===== src/rtl/riscv_mem_pkg.sv =====
// Shared definitions for the instruction/data memory arbiter: access sizes,
// FSM state encoding and the alignment rule used for fetch and data accesses.
package riscv_mem_pkg;

  localparam logic [1:0] SIZE_BYTE = 2'd0;
  localparam logic [1:0] SIZE_HALF = 2'd1;
  localparam logic [1:0] SIZE_WORD = 2'd2;
  localparam logic [1:0] SIZE_ILL  = 2'd3;

  typedef enum logic [1:0] {
    ST_IDLE   = 2'd0,
    ST_RESP_I = 2'd1,
    ST_RESP_D = 2'd2
  } arb_state_e;

  // Fetches are checked as word accesses; size 3 is never a legal access.
  function automatic logic is_misaligned(input logic [1:0] size,
                                         input logic [1:0] addr_lo);
    case (size)
      SIZE_BYTE: return 1'b0;
      SIZE_HALF: return addr_lo[0];
      SIZE_WORD: return (addr_lo != 2'b00);
      default:   return 1'b1;
    endcase
  endfunction

endpackage


===== src/rtl/riscv_mem_arbiter_if.sv =====
// Core-side fetch and data buses of the memory arbiter.
// master = core (drives requests), slave = arbiter (drives grants/responses).
interface riscv_mem_arbiter_if;

  logic        i_req_i;
  logic [31:0] i_addr_i;
  logic        i_gnt_o;
  logic        i_rvalid_o;
  logic [31:0] i_rdata_o;
  logic        i_err_o;

  logic        d_req_i;
  logic        d_we_i;
  logic [31:0] d_addr_i;
  logic [31:0] d_wdata_i;
  logic [1:0]  d_size_i;
  logic        d_gnt_o;
  logic        d_rvalid_o;
  logic [31:0] d_rdata_o;
  logic        d_err_o;

  modport master (
    output i_req_i, i_addr_i,
    input  i_gnt_o, i_rvalid_o, i_rdata_o, i_err_o,
    output d_req_i, d_we_i, d_addr_i, d_wdata_i, d_size_i,
    input  d_gnt_o, d_rvalid_o, d_rdata_o, d_err_o
  );

  modport slave (
    input  i_req_i, i_addr_i,
    output i_gnt_o, i_rvalid_o, i_rdata_o, i_err_o,
    input  d_req_i, d_we_i, d_addr_i, d_wdata_i, d_size_i,
    output d_gnt_o, d_rvalid_o, d_rdata_o, d_err_o
  );

endinterface


===== src/rtl/riscv_mem_arb_prio.sv =====
// Grant selection between fetch and data requesters. Default: data priority
// with a fetch starvation limit; RISCV_MEM_ARB_RR_EN selects round-robin.
module riscv_mem_arb_prio #(
  parameter int unsigned STARVE_MAX = 4
) (
  input  logic clk_i,
  input  logic reset_i,
  input  logic i_fetch_req,
  input  logic i_data_req,
  output logic o_fetch_gnt,
  output logic o_data_gnt
);

  logic w_fetch_wins;

  // Grants are forced low while reset is held so nothing is accepted in reset.
  assign o_fetch_gnt = reset_i & w_fetch_wins;
  assign o_data_gnt  = reset_i & i_data_req & ~w_fetch_wins;

`ifdef RISCV_MEM_ARB_RR_EN

  logic r_last_data;

  assign w_fetch_wins = i_fetch_req & (~i_data_req | r_last_data);

  // NOTE: sequential state uses non-blocking <= so every flop samples pre-edge values.
  always_ff @(posedge clk_i or negedge reset_i) begin
    if (!reset_i) begin
      r_last_data <= 1'b0;
    end else if (o_fetch_gnt || o_data_gnt) begin
      r_last_data <= o_data_gnt;
    end
  end

`else

  localparam logic [3:0] STARVE_LIM = 4'(STARVE_MAX);

  logic [3:0] r_starve_cnt;

  assign w_fetch_wins = i_fetch_req & (~i_data_req | (r_starve_cnt == STARVE_LIM));

  // NOTE: sequential state uses non-blocking <= so every flop samples pre-edge values.
  always_ff @(posedge clk_i or negedge reset_i) begin
    if (!reset_i) begin
      r_starve_cnt <= '0;
    end else if (!i_fetch_req || o_fetch_gnt) begin
      r_starve_cnt <= '0;
    end else if (o_data_gnt && (r_starve_cnt != STARVE_LIM)) begin
      r_starve_cnt <= r_starve_cnt + 4'd1;
    end
  end

`endif

endmodule


===== src/rtl/riscv_mem_arbiter.sv =====
// Single-port memory arbiter for a RISC-V core's fetch and data buses; one
// access per cycle, response one cycle after grant. Option: RISCV_MEM_ARB_RR_EN.
module riscv_mem_arbiter
  import riscv_mem_pkg::*;
#(
  parameter int unsigned STARVE_MAX = 4
) (
  input  logic                 clk_i,
  input  logic                 reset_i,
  riscv_mem_arbiter_if.slave   bus,
  output logic [31:0]          mem_addr_o,
  output logic [31:0]          mem_wdata_o,
  output logic [1:0]           mem_size_o,
  output logic                 mem_rd_o,
  output logic                 mem_wr_o,
  input  logic [31:0]          mem_rdata_i
);

  arb_state_e r_state;
  arb_state_e w_state_nxt;
  logic       r_err;
  logic       w_err_nxt;
  logic       r_load;
  logic       w_load_nxt;

  logic       w_i_gnt;
  logic       w_d_gnt;
  logic       w_i_mis;
  logic       w_d_mis;

  riscv_mem_arb_prio #(
    .STARVE_MAX (STARVE_MAX)
  ) u_prio (
    .clk_i       (clk_i),
    .reset_i     (reset_i),
    .i_fetch_req (bus.i_req_i),
    .i_data_req  (bus.d_req_i),
    .o_fetch_gnt (w_i_gnt),
    .o_data_gnt  (w_d_gnt)
  );

  assign w_i_mis = is_misaligned(SIZE_WORD, bus.i_addr_i[1:0]);
  assign w_d_mis = is_misaligned(bus.d_size_i, bus.d_addr_i[1:0]);

  assign bus.i_gnt_o = w_i_gnt;
  assign bus.d_gnt_o = w_d_gnt;

  // r_load marks a data response whose rdata comes from memory (aligned load).
  always_ff @(posedge clk_i or negedge reset_i) begin
    if (!reset_i) begin
      r_state <= ST_IDLE;
      r_err   <= 1'b0;
      r_load  <= 1'b0;
    end else begin
      r_state <= w_state_nxt;
      r_err   <= w_err_nxt;
      r_load  <= w_load_nxt;
    end
  end

  always_comb begin
    // NOTE: every output gets a default first so no path leaves a latch behind.
    w_state_nxt    = ST_IDLE;
    w_err_nxt      = 1'b0;
    w_load_nxt     = 1'b0;
    mem_rd_o       = 1'b0;
    mem_wr_o       = 1'b0;
    mem_addr_o     = '0;
    mem_size_o     = '0;
    mem_wdata_o    = '0;
    bus.i_rvalid_o = 1'b0;
    bus.i_err_o    = 1'b0;
    bus.i_rdata_o  = '0;
    bus.d_rvalid_o = 1'b0;
    bus.d_err_o    = 1'b0;
    bus.d_rdata_o  = '0;

    // Misaligned grants still advance the FSM but never strobe memory.
    if (w_i_gnt) begin
      w_state_nxt = ST_RESP_I;
      w_err_nxt   = w_i_mis;
      if (!w_i_mis) begin
        mem_rd_o   = 1'b1;
        mem_addr_o = bus.i_addr_i;
        mem_size_o = SIZE_WORD;
      end
    end else if (w_d_gnt) begin
      w_state_nxt = ST_RESP_D;
      w_err_nxt   = w_d_mis;
      w_load_nxt  = ~bus.d_we_i & ~w_d_mis;
      if (!w_d_mis) begin
        mem_addr_o = bus.d_addr_i;
        mem_size_o = bus.d_size_i;
        if (bus.d_we_i) begin
          mem_wr_o    = 1'b1;
          mem_wdata_o = bus.d_wdata_i;
        end else begin
          mem_rd_o = 1'b1;
        end
      end
    end

    case (r_state)
      ST_RESP_I: begin
        bus.i_rvalid_o = 1'b1;
        bus.i_err_o    = r_err;
        bus.i_rdata_o  = r_err ? 32'h0 : mem_rdata_i;
      end
      ST_RESP_D: begin
        bus.d_rvalid_o = 1'b1;
        bus.d_err_o    = r_err;
        bus.d_rdata_o  = r_load ? mem_rdata_i : 32'h0;
      end
      default: ;
    endcase
  end

endmodule


===== src/flat_wrapper.sv =====
// flat-port wrapper written by rule: the top's interface ports become plain ports
module riscv_mem_arbiter_flat import riscv_mem_pkg::*;
#(
  parameter int unsigned STARVE_MAX = 4
)
  (clk_i, reset_i, mem_addr_o, mem_wdata_o, mem_size_o, mem_rd_o, mem_wr_o, mem_rdata_i, bus_i_req_i, bus_i_addr_i, bus_i_gnt_o, bus_i_rvalid_o, bus_i_rdata_o, bus_i_err_o, bus_d_req_i, bus_d_we_i, bus_d_addr_i, bus_d_wdata_i, bus_d_size_i, bus_d_gnt_o, bus_d_rvalid_o, bus_d_rdata_o, bus_d_err_o);
  riscv_mem_arbiter_if bus_i ();
  input  logic clk_i;
  input  logic reset_i;
  output logic [31:0] mem_addr_o;
  output logic [31:0] mem_wdata_o;
  output logic [1:0] mem_size_o;
  output logic mem_rd_o;
  output logic mem_wr_o;
  input  logic [31:0] mem_rdata_i;
  input wire logic [$bits(bus_i.i_req_i)-1:0] bus_i_req_i;
  input wire logic [$bits(bus_i.i_addr_i)-1:0] bus_i_addr_i;
  output wire logic [$bits(bus_i.i_gnt_o)-1:0] bus_i_gnt_o;
  output wire logic [$bits(bus_i.i_rvalid_o)-1:0] bus_i_rvalid_o;
  output wire logic [$bits(bus_i.i_rdata_o)-1:0] bus_i_rdata_o;
  output wire logic [$bits(bus_i.i_err_o)-1:0] bus_i_err_o;
  input wire logic [$bits(bus_i.d_req_i)-1:0] bus_d_req_i;
  input wire logic [$bits(bus_i.d_we_i)-1:0] bus_d_we_i;
  input wire logic [$bits(bus_i.d_addr_i)-1:0] bus_d_addr_i;
  input wire logic [$bits(bus_i.d_wdata_i)-1:0] bus_d_wdata_i;
  input wire logic [$bits(bus_i.d_size_i)-1:0] bus_d_size_i;
  output wire logic [$bits(bus_i.d_gnt_o)-1:0] bus_d_gnt_o;
  output wire logic [$bits(bus_i.d_rvalid_o)-1:0] bus_d_rvalid_o;
  output wire logic [$bits(bus_i.d_rdata_o)-1:0] bus_d_rdata_o;
  output wire logic [$bits(bus_i.d_err_o)-1:0] bus_d_err_o;
  assign bus_i.i_req_i = bus_i_req_i;
  assign bus_i.i_addr_i = bus_i_addr_i;
  assign bus_i_gnt_o = bus_i.i_gnt_o;
  assign bus_i_rvalid_o = bus_i.i_rvalid_o;
  assign bus_i_rdata_o = bus_i.i_rdata_o;
  assign bus_i_err_o = bus_i.i_err_o;
  assign bus_i.d_req_i = bus_d_req_i;
  assign bus_i.d_we_i = bus_d_we_i;
  assign bus_i.d_addr_i = bus_d_addr_i;
  assign bus_i.d_wdata_i = bus_d_wdata_i;
  assign bus_i.d_size_i = bus_d_size_i;
  assign bus_d_gnt_o = bus_i.d_gnt_o;
  assign bus_d_rvalid_o = bus_i.d_rvalid_o;
  assign bus_d_rdata_o = bus_i.d_rdata_o;
  assign bus_d_err_o = bus_i.d_err_o;
  riscv_mem_arbiter #(.STARVE_MAX(STARVE_MAX)) u_core (.clk_i(clk_i), .reset_i(reset_i), .bus(bus_i), .mem_addr_o(mem_addr_o), .mem_wdata_o(mem_wdata_o), .mem_size_o(mem_size_o), .mem_rd_o(mem_rd_o), .mem_wr_o(mem_wr_o), .mem_rdata_i(mem_rdata_i));
endmodule

===== config.mk =====
export PLATFORM = sky130hd
export DESIGN_NAME = riscv_mem_arbiter_flat
export DESIGN_NICKNAME = d
export VERILOG_FILES = /design/src/rtl/riscv_mem_pkg.sv /design/src/rtl/riscv_mem_arbiter_if.sv /design/src/rtl/riscv_mem_arb_prio.sv /design/src/rtl/riscv_mem_arbiter.sv /design/src/flat_wrapper.sv
export SDC_FILE = /design/constraint.sdc
export NUM_CORES = 1
export LEC_CHECK = 0
export ABC_CLOCK_PERIOD_IN_PS = 2100
export BUFFER_PORTS_ARGS = -buffer_cell sky130_fd_sc_hd__buf_2
export CORE_AREA = 2 2 105 107
export DETAILED_ROUTE_END_ITERATION = 10
export DIE_AREA = 0 0 107 109
export REMOVE_ABC_BUFFERS = 1
export SYNTH_ARGS = -nofsm -noshare
export SYNTH_HDL_FRONTEND = slang
export SYNTH_SLANG_ARGS = --single-unit

===== constraint.sdc =====
create_clock -name clk_i -period 2.1 [get_ports clk_i]
set_input_delay 0.105 -clock clk_i [delete_from_list [all_inputs] [get_ports clk_i]]
set_output_delay 0.105 -clock clk_i [all_outputs]
set_load 0.02 [all_outputs]

# Word-level counts from Yosys, hierarchy flattened
# Index checks and enable logic that the tools add are counted.
[totals]
romBits = 0
memories = 0
ff_bits = 8
mem_bits_rw = 0
inputBits = 135
latch_bits = 0
out_inout_bits = 138
[op_classes]
n_bitwise = 10
reduce_logical = 7
n_shift = 0
div_mod_pow = 0
multipliers = 0
addsub = 1
n_mux = 38
order_cmp = 0
eq_ne = 6
[ops]
columns = ["operator", "count"]
rows = [
  ["2-to-1 mux 32 bit", 12],
  ["2-to-1 mux 1 bit", 17],
  ["2-to-1 mux 2 bit", 6],
  ["2-to-1 mux 4 bit", 2],
  ["nonzero test 2 bit", 3],
  ["bitwise AND 1 bit", 5],
  ["adder 4 x 1 -> 4 bit, second input constant", 1],
  ["equality test 2 x 1 -> 1 bit, second input constant", 2],
  ["equality test 2 bit, second input constant", 2],
  ["equality test 4 x 3 -> 1 bit, second input constant", 1],
  ["inequality test 4 x 3 -> 1 bit, second input constant", 1],
  ["NOT 1 bit", 4],
  ["case mux 1 bit (3 select lines)", 1],
  ["logical NOT 2 bit", 1],
  ["logical AND 1 bit", 1],
  ["logical NOT 1 bit", 1],
  ["logical OR 1 bit", 1],
  ["bitwise OR 1 bit", 1],
]

# Logic depth before layout (Yosys ltp)
# Gate-level depths: netlist (run 1).
[depth]
depth_word = 8
depth_mapped = 7
depth_no_buf = 6

# By module
# A second synthesis (run 1) with hierarchy kept.
[hier_totals]
cells_unflattened = 207
area_unflattened_um2 = 1500.2
[by_module_without_submodules]
columns = ["module", "area_each_um2", "instances", "cells_each"]
rows = [
  ["riscv_mem_arbiter", 1237.4, 1, 176],
  ["riscv_mem_arb_prio", 262.8, 1, 31],
]

# Worst setup path after synthesis (run 1)
# OpenSTA, ideal clock, no wires.
[synth_timing]
kind = "register -> output"
startpoint = "reg u_core.u_prio.r_starve_cnt[0]"
endpoint = "out mem_size_o[0]"
n_path_buf = 0
t_required_ns = 1.995
path_stages_with_launch = 6
arrival_time_ns = 1.916
slack_ns = 0.079
path_cell_list = "dfrtp_1 > inv_1 > ha_1 > and4b_4 > or2_2 > nor4b_1"
[synth_via]
elab_chain_cells = 7
elab_cells_between_ends = 8
[synth_rtl]
columns = ["item", "line", "text"]
rows = [
  ["start: declaration", "riscv_mem_arb_prio.sv:39", "logic [3:0] r_starve_cnt;"],
  ["start signal: assignment", "riscv_mem_arb_prio.sv:50", "r_starve_cnt <= r_starve_cnt + 4'd1;"],
  ["equality test 4 x 3 -> 1 bit *", "riscv_mem_arb_prio.sv:41", "assign w_fetch_wins = i_fetch_req & (~i_data_req | (r_starve_cnt == STARVE_LIM));"],
  ["bitwise OR 1 bit *", "riscv_mem_arb_prio.sv:41", ""],
  ["bitwise AND 1 bit *", "riscv_mem_arb_prio.sv:41", ""],
  ["NOT 1 bit", "riscv_mem_arb_prio.sv:18", "assign o_data_gnt = reset_i & i_data_req & ~w_fetch_wins;"],
  ["bitwise AND 1 bit", "riscv_mem_arb_prio.sv:18", ""],
  ["2-to-1 mux 2 bit", "riscv_mem_arbiter.sv:87", "end else if (w_d_gnt) begin"],
  ["2-to-1 mux 2 bit *", "riscv_mem_arbiter.sv:79", "if (w_i_gnt) begin"],
  ["end: declaration", "flat_wrapper.sv:12", "output logic [1:0] mem_size_o;"],
]
# Every way passes the cells marked *; elsewhere a longest branch is shown, timed or not.

# Final worst setup path (run 1)
[layout_timing]
startpoint = "reg u_core.u_prio.r_starve_cnt[1]"
endpoint = "out mem_wdata_o[23]"
[layout_via]
elab_chain_cells = 7
elab_cells_between_ends = 8
[layout_rtl]
columns = ["item", "line", "text"]
rows = [
  ["equality test 4 x 3 -> 1 bit *", "riscv_mem_arb_prio.sv:41", ""],
  ["bitwise OR 1 bit *", "riscv_mem_arb_prio.sv:41", ""],
  ["bitwise AND 1 bit *", "riscv_mem_arb_prio.sv:41", ""],
  ["NOT 1 bit", "riscv_mem_arb_prio.sv:18", ""],
  ["bitwise AND 1 bit", "riscv_mem_arb_prio.sv:18", ""],
  ["2-to-1 mux 32 bit", "riscv_mem_arbiter.sv:87", ""],
  ["2-to-1 mux 32 bit *", "riscv_mem_arbiter.sv:79", ""],
  ["end: declaration", "flat_wrapper.sv:11", "output logic [31:0] mem_wdata_o;"],
]
# Marks and branches as above.

==> summary.txt, run 1 <==
Outcome
  – Status: complete, no violations

Power
  – Comb pwr share: 55.4%
  – Sw Share: 37.2%
  – Flop pwr share: 21.1%
  – P_int: 0.000494 W
  – Static Leakage: 2.25 nW
  – PD cells: 229 nW/µm²
  – Clk pwr share: a little under a quarter
  – Max IR drop VDD: 0.258 mV
  – Sw power: 0.000293 W

Routing
  – Total wire length: between 9000 and 10000 µm
  – Vias per cell: 4.40
  – Post-route ant nets: 0
  – Routed length per placed instance: 15.9 µm
  – Drt pass-1 iters: 4
  – Initial DRC Count: approximately 160
  – DR vias: 2713
  – # DRC: 0

Yosys
  – Yosys top cell area share: 25.6%
  – Synthesized area per cell: 7.39 µm²
  – Synthesized cell area: roughly 1500 µm²
  – Synth Warn #: 0
  – Async SR Flop Fraction: 100%
  – Synth area leader: and3_1
  – Mapped Cells: roughly 210
  – Register bit total from synthesis: 8
  – Sequential area share after synthesis: between 10% and 20%
  – Main synth FF type: dfrtp_1
  – Distinct cells, synth: 33
  – Post-synth EDFFs: 0
  – Leading post-synthesis cells by cell area: and3_1, a22o_1, and2_1

Clock tree
  – CTS Buf Count: 3
  – Root Driver: clkbuf_8
  – Worst-case clock buffer depth: 2
  – H-tree depth: 1
  – Clk Latency, worst-skew pair: 0.23 ns
  – CTS tree: built
  – Clock sink count: 8
  – Clock transition at the registers of the reported paths: 0.04 ns

Timing
  – Final Critical Period: 2.05 ns
  – Slew headroom: 50.5%
  – Fmax: ~490 MHz
  – Final worst setup slack: between 0.04 and 0.05 ns
  – RSZ-0062 raised after global routing: yes
  – Final max-slew violation count: 0
  – Clock Skews: 0.00500 ns
  – Worst slew pin tran: 0.742 ns
  – Worst-case hold slack: slightly below 0.2 ns
  – Final Hold Viols: 0
  – Final setup viols: 0
  – Final period util: 97.9%

Floorplanning
  – Rows: 38
  – Core Region: between 10000 and 15000 µm²
  – Initial Util: 14.5%
  – Io pins: 273
  – Full die area: 11700 µm²
  – Die height: 109 µm
  – Die X: 107 µm

Finish
  – Most frequent cells in the layout: buf_2, and3_1, and2_1, a22o_1
  – Layout cell share with drive strength beyond 1: approximately 62%
  – Final net count: just over 600
  – Utilization after layout: 32.4%
  – N_diodes: 0
  – Most common cell after layout, fill and taps aside: buf_2
  – Syn-to-layout area delta: 123%

Global route
  – Total grt overflow: 0
  – First-pass GRT wire length: 12200 µm
  – Initial antenna violation count: 0
  – Largest net degree at the start of global routing: 35
  – Gr usage total: 13.4%
  – Vias in the first global route: 2305

Worst setup path
  – CP required: approximately 2.0 ns
  – CP Capture Type: primary output
  – Max stage delay on crit path: 0.36 ns
  – CP Cell Sequence: inv_1 > ha_2 > and4b_4 > nor4_4 > buf_4 > clkbuf_16 > and3_1 > buf_6
  – Crit start category: register
  – CP max stage cell: dfrtp_1
  – CP Max Fanout: 15
  – Arr. time, crit path: between 1.5 and 2 ns
  – WS Path Type: reg2out

Placed design
  – HPWL after DPL: 7910 µm
  – I/O Buffers: 272
  – Pre-CTS WS: 0.0649 ns
  – Final GP Congestion: 0.777

Flow run
  – Max-Cap Viols: 0

Min path
  – Worst Hold Class: in2reg
==> through the flow <==
step / setup TNS, ns / power (W) / cell area, µm² / cells
3_3_place_gp: 0 / 0.000549 / 3030 / 604
4_1_cts: 0 / 0.000754 / 3140 / 612
6_report: 0 / 0.000787 / 3430 / 617
3_5_place_dp: 0 / 0.000554 / 3030 / 604
2_1_floorplan: -44.78 / 0.000321 / 1410 / 186
5_1_grt: -1.14 / 0.000832 / 3430 / 617
==> synthesized netlist by cell type (3+ instances only) <==
cell type	count
a22o_1	30
and3_1	63
clkbuf_1	14
dfrtp_1	8
nand2_1	8
nor2b_1	4
and2_1	37
buf_6	5
buf_2	3
inv_1	5
==> worst max-delay path, delay by kind of cell, from the launching register on <==
kind	cells	cell delay, ns
DFF	1	0.36
adders and majority gates	1	0.18
buffers and inverters	4	0.56
and+or+nand+nor	3	0.61
==> power by group through the flow <==
stage | clock network (W) | registers [W] | logic [W]
2_1_floorplan | 0 | 0.000167 | 0.000154
3_3_place_gp | 0 | 0.000169 | 0.000380
3_5_place_dp | 0 | 0.000169 | 0.000385
4_1_cts | 0.000187 | 0.000166 | 0.000401
5_1_grt | 0.000200 | 0.000167 | 0.000465
6_report | 0.000185 | 0.000166 | 0.000436
==> final cells by class <==
| class | count | area (µm²) |
|---|---|---|
| fillers | 1127 | 7170 |
| repair buffers | 288 | 1790 |
| multi-input cells | 173 | 1210 |
| flip-flops and latches | 8 | 200 |
| well taps | 140 | 175 |
| clock buffers | 3 | 41.3 |
| inverters | 5 | 18.8 |
==> state kept, by name (all words and copies together), names as in the netlist <==
name and flops:
u_core.r_err 1, u_core.r_load 1, u_core.r_state 2, u_core.u_prio.r_starve_cnt 4
==> logic make-up after synthesis <==
| group | Yosys count | synth area share, % |
|---|---|---|
| flops | 8 | 13.0 |
| compound gates | 43 | 23.2 |
| fa+ha+maj | 2 | 1.63 |
| buf+inv | 27 | 9.28 |
| simple gates | 128 | 52.9 |
==> per-layer routing <==
metal,share of wire [%],vias up,track usage [%]
met2,55,189,27.4
met5,0,-,0
met3,8.7,4,1.79
li1,-,1297,-
met4,0.55,0,1.58
met1,36,1223,15.1
==> final timing paths <==
path                                               start                            end  slack (ns)  depth (start not counted)
setup reg to reg           u_core.u_prio.r_starve_cnt[1]                  u_core.r_load        0.59                          7
setup / recovery           u_core.u_prio.r_starve_cnt[1]                mem_wdata_o[23]        0.05                          8
hold / removal                               bus_i_req_i  u_core.u_prio.r_starve_cnt[2]        0.20                          3
min in group asynchronous                        reset_i  u_core.u_prio.r_starve_cnt[2]        0.41                          2
max in group asynchronous                        reset_i                  u_core.r_load        1.43                          2
hold reg to reg            u_core.u_prio.r_starve_cnt[0]  u_core.u_prio.r_starve_cnt[0]        0.59                          2
==> what timing repair did <==
action                                  CTS  global route
endpoints found under the hold margin     8             0
gates resized for setup                   3            79
pin swaps                                 1             6
setup buffers                             3             3
hold buffers                              1             0
gates cloned                              1             2
endpoints found under the setup margin   65            65
No activity file was read; power rests on OpenSTA's default activity.
==> run 2: changes to the inputs <==
PLACE_DENSITY = 0.59   (was default)
==> summary.txt, run 2 (synthesized netlist as in run 1, its figures left out) <==
Worst setup path
  – Reg2Reg Depth: 7
  – Worst path buffer plus inverter count: 4
  – CP Capture Type: primary output
  – CP max stage cell: dfrtp_1
  – Critical Path Sink: mem_addr_o[9]
  – R2R setup slack: 0.55 ns
  – Max stage delay on crit path: 0.38 ns
  – CP dominant cell by count: buf_6
  – FF-to-FF End: u_core.r_load
  – RR Startpoint: u_core.u_prio.r_starve_cnt[0]
  – Arr. time, crit path: 1.93 ns
  – Setup crit start: u_core.u_prio.r_starve_cnt[0]
  – CP Max Fanout: 8
  – CP Cell Sequence: inv_1 > ha_2 > nand3b_1 > a211oi_4 > buf_4 > buf_6 > a22o_1 > buf_6
  – Crit start category: register
  – WS Path Type: reg2out
  – CP top delay family: buffers and inverters
  – Critical path depth: 8
  – CP required: around 2.0 ns

Floorplanning
  – Die height: 109 µm
  – Rows: 38
  – Die X: 107 µm
  – Io pins: 273
  – Initial Util: between 10% and 20%
  – Full die area: 11700 µm²
  – Core Region: 10600 µm²

Timing
  – Worst-case hold slack: 0.192 ns
  – Final period util: 97.0%
  – Final Critical Period: approximately 2 ns
  – RSZ-0062 raised after global routing: yes
  – Worst slew pin tran: 0.736 ns
  – Final Hold Viols: 0
  – Slew headroom: 50.9%
  – Final max-slew violation count: 0
  – Clock Skews: 0.00793 ns
  – Fmax: 491 MHz
  – Final setup viols: 0

Finish
  – Register area: 200 µm²
  – Most frequent cells in the layout: buf_2, and3_1, and2_1, a22o_1, buf_4
  – Post-route insts no fill: 618
  – N_diodes: 0
  – Design area: 3340 µm²
  – Filler Cell Count: around 1100
  – Layout cell share with drive strength beyond 1: around 62%
  – Most common cell after layout, fill and taps aside: buf_2
  – Syn-to-layout area delta: 117%
  – Number of flip-flops in the largest register: 4
  – Largest register by flop count: u_core.u_prio.r_starve_cnt
  – Final net count: 617
  – Area of the multi-input gates: 1210 µm²
  – Biggest regs: u_core.u_prio.r_starve_cnt (4), u_core.r_state (2)

Routing
  – Total wire length: 10000 µm
  – Routed length per placed instance: about 16 µm
  – Drt pass-1 iters: 4
  – # DRC: 0
  – Vias per cell: 4.45
  – Initial DRC Count: 270
  – Post-route ant nets: 0
  – DR vias: around 2700

Min path
  – Worst Hold Class: in2reg

Global route
  – Largest net degree at the start of global routing: 35
  – Total grt overflow: 0
  – Gr usage total: 14.5%
  – Initial antenna violation count: 0
  – Vias in the first global route: 2392
  – First-pass GRT wire length: 13000 µm

Outcome
  – Status: complete, no violations

Placed design
  – I/O Buffers: 272
  – Final GP Congestion: 0.767
  – HPWL after DPL: 7920 µm
  – Placed Cells: 602
  – Placed cell area: ~3000 µm²

Power
  – Comb pwr share: between 50% and 60%
  – P_int: 0.000488 W
  – Static Leakage: 2.26 nW
  – Power Total: 0.000784 W
  – Sw Share: 37.8%
  – PD cells: between 200 and 250 nW/µm²
  – Clk pwr share: 23.8%
  – Flop pwr share: 21.1%
  – Sw power: 0.000297 W
  – Max IR drop VDD: 0.141 mV

Clock tree
  – CTS Buf Count: 3
  – Clk Latency, worst-skew pair: 0.23 ns
  – Root Driver: clkbuf_8
  – Clock transition at the registers of the reported paths: 0.04 ns
  – CTS tree: built
  – Clock sink count: 8
  – H-tree depth: 1
  – Worst-case clock buffer depth: 2

Flow run
  – Max-Cap Viols: 0
==> run 2: changes by cell type in the layout (fill, tap and decap cells not counted), sizes merged <==
cell    before  now
buf        285  287
clkbuf       5    4
==> run 2: what timing repair did <==
| item | in CTS | in global routing |
|---|---|---|
| resized for setup | 16 | 32 |
| hold buffers | 1 | 0 |
| setup endpoints to repair | 65 | 53 |
| cloned | 3 | 2 |
| setup buffers | 6 | 2 |
| pin swaps | 3 | 14 |
| endpoints found under the hold margin | 8 | 0 |
==> run 2: how the worst min path moves through the flow <==
| stage | startpoint | endpoint | slack (ns) | cells after the start |
|---|---|---|---|---|
| 2_1_floorplan | reset_i | u_core.r_err | -0.19 | 0 |
| 3_3_place_gp | reset_i | u_core.r_state[0] | -0.008 | 1 |
| 3_5_place_dp | reset_i | u_core.r_err | -0.0006 | 1 |
| 4_1_cts | bus_i_req_i | u_core.u_prio.r_starve_cnt[2] | 0.19 | 3 |
| 5_1_grt | reset_i | u_core.u_prio.r_starve_cnt[1] | 0.21 | 3 |
| 6_report | bus_i_req_i | u_core.u_prio.r_starve_cnt[2] | 0.19 | 3 |
==> run 2: area by class of cell <==
cell class / instances / area share (%)
repair buffers: 289 / 50.8
multi-input cells: 173 / 36.2
flip-flops and latches: 8 / 5.99
well taps: 140 / 5.24
clock buffers: 3 / 1.23
inverters: 5 / 0.561
==> run 2: power by group through the flow <==
stage | Clock [W] | Combinational, W | Sequential, W
6_report | 0.000187 | 0.000432 | 0.000166
5_1_grt | 0.000200 | 0.000462 | 0.000167
2_1_floorplan | 0 | 0.000154 | 0.000167
4_1_cts | 0.000187 | 0.000422 | 0.000166
3_5_place_dp | 0 | 0.000385 | 0.000169
3_3_place_gp | 0 | 0.000380 | 0.000168
==> run 2: layer usage <==
layer	up-vias	share of wire, %	GRT usage, %
li1	1306	-	-
met5	-	0	0
met4	0	1.2	2.69
met1	1230	38	16.8
met2	204	52	28.0
met3	8	8.8	2.27
==> run 2: tightest hold or removal path: stages <==
cell and delay, ns:
buf_2 0.14, o21ai_0 0.09, a21oi_1 0.04
==> run 2: per-stage QoR <==
stage	setup WS [ns]	TNS (ns)	utilization [%]
finish	0.0628	0	31.5
global route	-0.00919	-0.0293	31.5
CTS	0.000703	0	30.5
detailed placement	0.0780	0	28.4
global placement	0.148	0	28.4
floorplan	-0.765	-44.78	-
==> run 3: changes to the inputs <==
ABC_CLOCK_PERIOD_IN_PS = 1700   (was 2100)
CORE_AREA = 2 2 106 108   (was 2 2 105 107)
DIE_AREA = 0 0 108 110   (was 0 0 107 109)
PLACE_DENSITY = 0.6   (was 0.59)
clock period = 1.7 ns   (was 2.1 ns; I/O delays follow)
==> summary.txt, run 3 (synthesized netlist as in run 1, its figures left out) <==
Min path
  – Worst Hold Class: in2reg
  – Endpoint, Worst Hold: u_core.u_prio.r_starve_cnt[2]
  – Critical hold path startpoint: bus_i_req_i
  – Hold path cells: 3

Worst setup path
  – Max stage delay on crit path: 0.37 ns
  – CP dominant cell by count: buf_6
  – CP required: 1.62 ns
  – WS Path Type: reg2out
  – RR Startpoint: u_core.u_prio.r_starve_cnt[0]
  – CP Cell Sequence: inv_1 > ha_2 > nand3b_1 > a211oi_4 > buf_6 > clkbuf_16 > a22o_1 > buf_6
  – FF-to-FF End: u_core.r_load
  – R2R setup slack: 0.16 ns
  – Reg2Reg Depth: 7
  – Arr. time, crit path: roughly 1.9 ns
  – CP Capture Type: primary output
  – Crit start category: register
  – CP max stage cell: dfrtp_1
  – CP Max Fanout: 8

Placed design
  – Pre-CTS WS: -0.241 ns
  – I/O Buffers: ~270
  – HPWL after DPL: 8120 µm
  – Final GP Congestion: 0.760

Finish
  – Syn-to-layout area delta: 155%
  – Biggest regs: u_core.u_prio.r_starve_cnt (4), u_core.r_state (2)
  – Final net count: about 630
  – N_diodes: 0
  – Utilization after layout: 36.6%
  – Largest register by flop count: u_core.u_prio.r_starve_cnt
  – Most frequent cells in the layout: buf_2, buf_6, and3_1, and2_1, a22o_1
  – Layout cell share with drive strength beyond 1: 67.0%
  – Most common cell after layout, fill and taps aside: buf_2
  – Number of flip-flops in the largest register: 4

Global route
  – Vias in the first global route: between 2000 and 2500
  – Total grt overflow: 0
  – Gr usage total: approximately 15%
  – Largest net degree at the start of global routing: 35
  – Initial antenna violation count: 0
  – First-pass GRT wire length: 13200 µm

Clock tree
  – Clock sink count: 8
  – H-tree depth: 1
  – Clk Latency, worst-skew pair: 0.24 ns
  – Worst-case clock buffer depth: 2
  – CTS Buf Count: 3
  – Clock transition at the registers of the reported paths: ~0.05 ns
  – CTS tree: built
  – Root Driver: clkbuf_8

Timing
  – Final period util: 117%
  – Final Hold Viols: 0
  – RSZ-0062 raised after global routing: yes
  – Slew headroom: roughly two thirds
  – Fmax: between 500 and 600 MHz
  – Final Critical Period: about 2 ns
  – Final setup viols: 68
  – Final max-slew violation count: 0
  – Clock Skews: around 0.0077 ns
  – Final setup TNS: -16.18 ns
  – Worst slew pin tran: 0.512 ns
  – Final worst setup slack: -0.294 ns

Flow run
  – Max-Cap Viols: 0

Routing
  – Total wire length: 10700 µm
  – Initial DRC Count: 137
  – Post-route ant nets: 0
  – Vias per cell: 4.45
  – DR vias: 2796
  – Routed length per placed instance: 17.1 µm
  – # DRC: 0
  – Drt pass-1 iters: 4

Floorplanning
  – Full die area: 11900 µm²
  – Die X: between 100 and 150 µm
  – Die height: 110 µm
  – Core Region: 10700 µm²
  – Initial Util: 14.4%
  – Rows: 38
  – Io pins: 273

Outcome
  – Status: finished with violations
  – Violated checks: setup timing

Power
  – PD cells: roughly 270 nW/µm²
  – Max IR drop VDD: 0.172 mV
  – Power Total: ~0.0011 W
  – Static Leakage: 2.38 nW
## run 3: cell count changes in the layout (fill, tap and decap cells not counted), sizes merged
cell / previous run / this run
buf: 287 / 293
clkbuf: 4 / 8
## run 3: worst max path at each step
stage,startpoint,to,cells after the start
2_1_floorplan,u_core.u_prio.r_starve_cnt[0],mem_wdata_o[31],5
3_3_place_gp,u_core.u_prio.r_starve_cnt[0],mem_wdata_o[15],7
3_5_place_dp,u_core.u_prio.r_starve_cnt[0],mem_wdata_o[15],7
4_1_cts,u_core.u_prio.r_starve_cnt[0],mem_wdata_o[15],8
5_1_grt,u_core.u_prio.r_starve_cnt[1],mem_addr_o[10],8
6_report,u_core.u_prio.r_starve_cnt[0],mem_addr_o[2],8
## run 3: area by class of cell
type	count	area, µm²
Fill cell	1102	6780
Tap cell	140	175
Sequential cell	8	200
Inverter	5	18.8
Clock buffer	3	41.3
Multi-Input combinational cell	173	1330
Timing Repair Buffer	299	2150
## run 3: per-stage QoR
| step | area (µm²) | cells | hold WS, ns |
|---|---|---|---|
| floorplan | 1410 | 186 | -0.211 |
| global placement | 3080 | 611 | 0.0438 |
| detailed placement | 3080 | 611 | 0.0498 |
| CTS | 3520 | 621 | 0.142 |
| global route | 3920 | 628 | 0.189 |
| finish | 3920 | 628 | 0.150 |
## run 3: report_power, final
part / switching (W) / internal, W
clock network: 0.0000826 / 0.000154
registers: 0.00000358 / 0.000198
logic: 0.000312 / 0.000312
## run 3: worst max-delay path, delay by kind of cell (launching register included)
family / cells / cell delay, ns
buf+inv: 4 / 0.51
compound gates: 2 / 0.45
flops: 1 / 0.37
fa+ha+maj: 1 / 0.18
simple gates: 1 / 0.15
## run 3: metal layers
layer | vias up | track usage, % | wire length [µm]
met5 | - | 0 | 0
met4 | 0 | 3.02 | 118
met3 | 7 | 1.65 | 856
met2 | 191 | 27.9 | 5750
met1 | 1276 | 17.3 | 3990
li1 | 1322 | - | -
## run 3: timing repair
action                     CTS  global route
setup endpoints to repair   70           102
buffers inserted             5             4
resized for setup           94            74
hold buffers                 1             0
pin swaps                   11            31
gates cloned                 2             6
hold endpoints to repair     8             0
